===== src/rtl/xor_fold_pkg.sv =====
// Shared types, tag constants and the 16->8 fold used by the digest scheduler.
// Latency: n/a (declarations and a pure combinational function only).
// Backpressure: n/a.
package xor_fold_pkg;

  // Two-state packet FSM; values are pinned so legacy code comparing raw bits still works.
  typedef enum logic [0:0] {
    IDLE = 1'b0,
    BUSY = 1'b1
  } state_e;

  localparam logic TAG_A = 1'b0;
  localparam logic TAG_B = 1'b1;

  function automatic logic [7:0] fold16(input logic [15:0] w);
    return w[15:8] ^ w[7:0];
  endfunction

endpackage


===== src/rtl/xor_fold_16to8.sv =====
// Combinational 16->8 XOR fold; kept as its own module so a gate-level netlist can replace it.
// Latency: 0 cycles (pure combinational).
// Backpressure: none; output follows input.
// Ports: word (16-bit in), folded (8-bit out = upper byte ^ lower byte).
module xor_fold_16to8
  import xor_fold_pkg::*;
(
  input  logic [15:0] word,
  output logic [7:0]  folded
);

  assign folded = fold16(word);

endmodule


===== src/rtl/xor_fold_sched.sv =====
// Round-robin packet scheduler sharing one XOR-fold datapath between requesters A and B;
// emits per-packet digest, requester tag and saturating word count.
// Latency: digest registered one cycle after the last word is accepted; one word per cycle.
// Backpressure: both readies drop while a digest is held (out_valid & ~out_ready).
// Ports: clk, rst_n (sync, active-low); a_/b_ valid,data,last,ready word streams;
//        out_valid/out_ready handshake with out_digest, out_tag, out_cnt.
module xor_fold_sched #(
  parameter int CNT_W = 8
) (
  input  logic             clk,
  input  logic             rst_n,
  input  logic             a_valid,
  input  logic [15:0]      a_data,
  input  logic             a_last,
  output logic             a_ready,
  input  logic             b_valid,
  input  logic [15:0]      b_data,
  input  logic             b_last,
  output logic             b_ready,
  output logic             out_valid,
  input  logic             out_ready,
  output logic [7:0]       out_digest,
  output logic             out_tag,
  output logic [CNT_W-1:0] out_cnt
);

  import xor_fold_pkg::*;

  localparam logic [CNT_W-1:0] CNT_MAX = {CNT_W{1'b1}};

  state_e           state;
  logic             owner;
  logic             rr_ptr;
  logic [7:0]       acc;
  logic [CNT_W-1:0] cnt;

  logic             stall;
  logic             grant;
  logic             sel;
  logic             can_take;
  logic             fire;
  logic [15:0]      word;
  logic             last;
  logic [7:0]       folded;
  logic [7:0]       acc_nxt;
  logic [CNT_W-1:0] cnt_nxt;

  assign stall = out_valid & ~out_ready;

  // Contention goes to rr_ptr; otherwise whoever is valid (B only when B alone is valid).
  assign grant = (a_valid & b_valid) ? rr_ptr : b_valid;

  // Mid-packet the owner keeps the datapath regardless of what the other side does.
  assign sel = (state == BUSY) ? owner : grant;

  // Ready depends only on valids, FSM state, reset and output handshake, never on data.
  assign can_take = rst_n & ~stall & ((state == BUSY) | a_valid | b_valid);
  assign a_ready  = can_take & (sel == TAG_A);
  assign b_ready  = can_take & (sel == TAG_B);

  assign fire = (a_valid & a_ready) | (b_valid & b_ready);
  assign word = (sel == TAG_B) ? b_data : a_data;
  assign last = (sel == TAG_B) ? b_last : a_last;

  xor_fold_16to8 u_fold (
    .word   (word),
    .folded (folded)
  );

  // The first word of a packet restarts the accumulator and counter.
  assign acc_nxt = (state == IDLE) ? folded : (acc ^ folded);
  assign cnt_nxt = (state == IDLE) ? CNT_W'(1)
                 : (cnt == CNT_MAX) ? cnt : (cnt + CNT_W'(1));

  always_ff @(posedge clk) begin
    if (!rst_n) begin
      state      <= IDLE;
      owner      <= TAG_A;
      rr_ptr     <= TAG_A;
      acc        <= 8'h00;
      cnt        <= '0;
      out_valid  <= 1'b0;
      out_digest <= 8'h00;
      out_tag    <= 1'b0;
      out_cnt    <= '0;
    end else begin
      if (out_ready) begin
        out_valid <= 1'b0;
      end
      if (fire) begin
        if (last) begin
          // A new emit overrides the clear above, allowing back-to-back digests.
          out_valid  <= 1'b1;
          out_digest <= acc_nxt;
          out_cnt    <= cnt_nxt;
          out_tag    <= sel;
          rr_ptr     <= ~sel;
          state      <= IDLE;
        end else begin
          acc   <= acc_nxt;
          cnt   <= cnt_nxt;
          owner <= sel;
          state <= BUSY;
        end
      end
    end
  end

endmodule


===== config.mk =====
export PLATFORM = sky130hd
export DESIGN_NAME = xor_fold_sched
export DESIGN_NICKNAME = d
export VERILOG_FILES = /design/src/rtl/xor_fold_pkg.sv /design/src/rtl/xor_fold_16to8.sv /design/src/rtl/xor_fold_sched.sv
export SDC_FILE = /design/constraint.sdc
export NUM_CORES = 1
export LEC_CHECK = 0
export CAP_MARGIN = 0
export CORE_UTILIZATION = 43
export DETAILED_ROUTE_END_ITERATION = 12
export PLACE_DENSITY = 0.76
export SLEW_MARGIN = 20
export SYNTH_ARGS = -nofsm -noshare
export SYNTH_HDL_FRONTEND = slang
export SYNTH_SLANG_ARGS = --single-unit

===== constraint.sdc =====
create_clock -name clk -period 1.8 [get_ports clk]
set_input_delay 0.54 -clock clk [delete_from_list [all_inputs] [get_ports clk]]
set_output_delay 0.54 -clock clk [all_outputs]
set_load 0.05 [all_outputs]

==> flow_summary.ini, run 1 <==
[status]
status = finished with violations
violations = negative setup slack

[sta]
period_needed_ns = 1.920
clock_skew_ns = 0.003619
tightest_slew_ns = 0.3384
setup_viol = 2
slew-limit-headroom_pct = 77.39
post-route-period-util_pct = 106.7
grt_setup_unrepaired = true
setup_ws_ns = -0.1202
drv_slew = 0
fmax_mhz = 520.8
hold_viol_final = 0

[placed_design]
gp_congestion = 0.8663
port_buffers = 58
dp_hpwl_um = 3392
placed_area_um2 = 2791
post-place-ws_ns = -0.7671

[route]
vias = 1974
wl_per_cell_um = 14.22
via_per_inst = 5.438
first_pass_iters = 6
drt_wl_total_um = 5163
drtIter0Drc = 152
drc = 0
ant_nets = 0

[final_layout]
final_core_util_pct = 68.88
final_common_cell = buf_4
most-common-layout-cells = 42 x buf_4, 34 x nand2_1, 34 x clkdlybuf4s50_1
area_delta_synth_final_pct = 49.91
diodes = 0
final_cell_area_um2 = 3082
fin_nets = 351
drive_gt1_share_pct = 28.62

[power_and_ir_drop]
power_mw = 2.071
vdd_drop_max_uv = 286.5
power.leakage_nw = 1.300
power_density_nw_per_um2 = 671.9

[die]
fp.dieH_um = 71.14
rows = 24
fp.coreArea_um2 = 4474
start_util_pct = 45.95
die_width_um = 71.14
io_pins = 59
die_area_um2 = 5061

[global_route]
grt_pass1_vias = 1925
grt_start_max_net_pins = 23
overflow = 0
grt_first_pass_wirelength_um = 8687
groute.usage.overall_pct = 22.14
antenna_found_initial = 0

[min_path]
hold_path_class = register to register
holdCritStartpoint = out_tag$_SDFFE_PN0P_
whs_path_depth = 2

[yosys]
synth_warnings = 0
synth-edff-count = 0
synth_flop_cell = dfxtp_1
async_reset_ff_share_pct = 0
postSynthCellCount = 228
yosysSeqAreaShare_pct = 36.03
synth_area_um2 = 2056
synth_seq_cells = 37
ys_types = 39
synth_nets = 268
avgSynthCellArea_um2 = 9.016

[setup_path]
r2r_setup_slack_ns = 0.02
end_kind = output pin
path_cells = buf_6 > buf_6 > o311a_1 > and2_4 > buf_12
arrival_ns = 1.38
worst_path_max_delay_cell = o311a_1
crit_start = a_valid
cp_slowest_stage_delay_ns = 0.30
ff2ff_path_depth = 7
worstSetupStartpointType = primary input
critPathKind = primary input to output pin
reg2reg_to = cnt[3]$_SDFFE_PN0P_
crit_path_end = b_ready
crit_top_cell = buf_6
required_ns = 1.26
r2r-start = rr_ptr$_SDFFE_PN0P_
path_max_fanout = 3

[clocking]
cts_tree = built
cts_hold_buffers = 0
clock-root-buffer = clkbuf_8
cts_buffers = 5
cts_buffer_depth = 2
numClockSinks = 37
htree_num_levels = 2
path_clk_slew_ns = 0.07
clock_latency_ns = 0.30

[job]
maxCapViolCount = 0
[kinds of logic (layout without fill, tap and decap cells)]
logic type | count (synthesis) | count (layout) | synth area share [%]
multiplexers | 29 | 30 | 15.09
AO/OA/AOI/OAI | 48 | 48 | 15.64
flip-flops | 37 | 37 | 36.03
AND/OR/NAND/NOR | 71 | 71 | 17.04
XOR/XNOR | 25 | 25 | 10.65
buffers and inverters | 17 | 99 | 4.930
adder cells (fa/ha/maj) | 1 | 1 | 0.6085
[metrics by stage]
stage	std cells	TNS [ns]	hold slack (ns)
after floorplan	228	-0.1010	0.4337
after global placement	345	-20.37	0.4455
after detailed placement	345	-22.36	0.4535
after CTS	359	-0.2443	0.4630
after global routing	363	-0.3575	0.4746
final	363	-0.2086	0.4585
[worst max-delay path, delay by kind of cell]
kind                   cells  cell delay (ns)
AOI/OAI and AO/OA          1             0.30
buffers and inverters      3             0.34
and+or+nand+nor            1             0.19
[synthesized netlist by cell type, types with 2 or more instances]
library cell,number,area (µm²)
clkbuf_1,8,30.03
dfxtp_1,37,740.7
nor2_1,5,18.77
and2_1,5,31.28
xor2_1,16,140.1
nand3_1,5,25.02
nor2b_1,2,12.51
a21oi_1,16,80.08
and3_1,5,31.28
and4_1,3,26.28
nand2b_1,2,12.51
a211oi_1,9,67.56
a31oi_1,3,18.77
buf_6,2,22.52
nor3_1,2,10.01
buf_4,3,22.52
a211oi_2,2,25.02
o21ai_0,7,35.03
mux2i_1,24,240.2
o211ai_1,3,22.52
nand4_1,5,31.28
nand2_1,35,131.4
xnor2_1,9,78.83
mux2_4,3,45.04
inv_1,3,11.26
[state kept, by name, summed over array words and instances, names as in the netlist]
name / flops
owner: 1
out_valid: 1
rr_ptr: 1
acc: 8
out_tag: 1
state: 1
cnt: 8
out_digest: 8
out_cnt: 8
[cell type report]
type	instances	area (µm²)
fill	372	1393
multi-input combinational	175	1340
timing repair buffer	89	833.3
sequential	37	745.7
clock buffer	7	86.33
tap	52	65.06
inverter	3	11.26
[repair_timing]
item | CTS | global route
setup buffers | 6 | 4
gates resized for setup | 21 | 23
setup endpoints to repair | 39 | 20
gates cloned | 1 | 0
pin swaps | 2 | 3
[per-layer routing]
layer / track usage [%] / share of wire [%] / vias up
li1: - / - / 976
met1: 25.68 / 42 / 915
met2: 38.94 / 50 / 67
met3: 4.558 / 4.9 / 16
met4: 10.22 / 3.5 / 0
met5: 0 / 0 / -
[worst min path at each step]
stage | end | slack [ns]
CTS | out_tag$_SDFFE_PN0P_ | 0.46
global placement | out_cnt[3]$_SDFFE_PN0P_ | 0.45
detailed placement | out_cnt[3]$_SDFFE_PN0P_ | 0.45
finish | out_tag$_SDFFE_PN0P_ | 0.46
floorplan | rr_ptr$_SDFFE_PN0P_ | 0.43
global route | out_cnt[4]$_SDFFE_PN0P_ | 0.47
[where the power goes]
part | internal [mW] | switching (mW)
registers | 0.858 | 0.0256
logic | 0.294 | 0.306
clock network | 0.304 | 0.284
total | 1.46 | 0.615
No activity file was read; power rests on OpenSTA's default activity.
==> run 2: changes to the inputs <==
--- a/config.mk
+++ b/config.mk
@@ -5,7 +5,7 @@
 export SDC_FILE = /design/constraint.sdc
 export NUM_CORES = 1
 export LEC_CHECK = 0
-export CAP_MARGIN = 0
+export CAP_MARGIN = 20
 export CORE_UTILIZATION = 43
 export DETAILED_ROUTE_END_ITERATION = 12
 export PLACE_DENSITY = 0.76
==> results of run 2 <==
No change in the layout: final DEF, timing and power equal those of run 1.
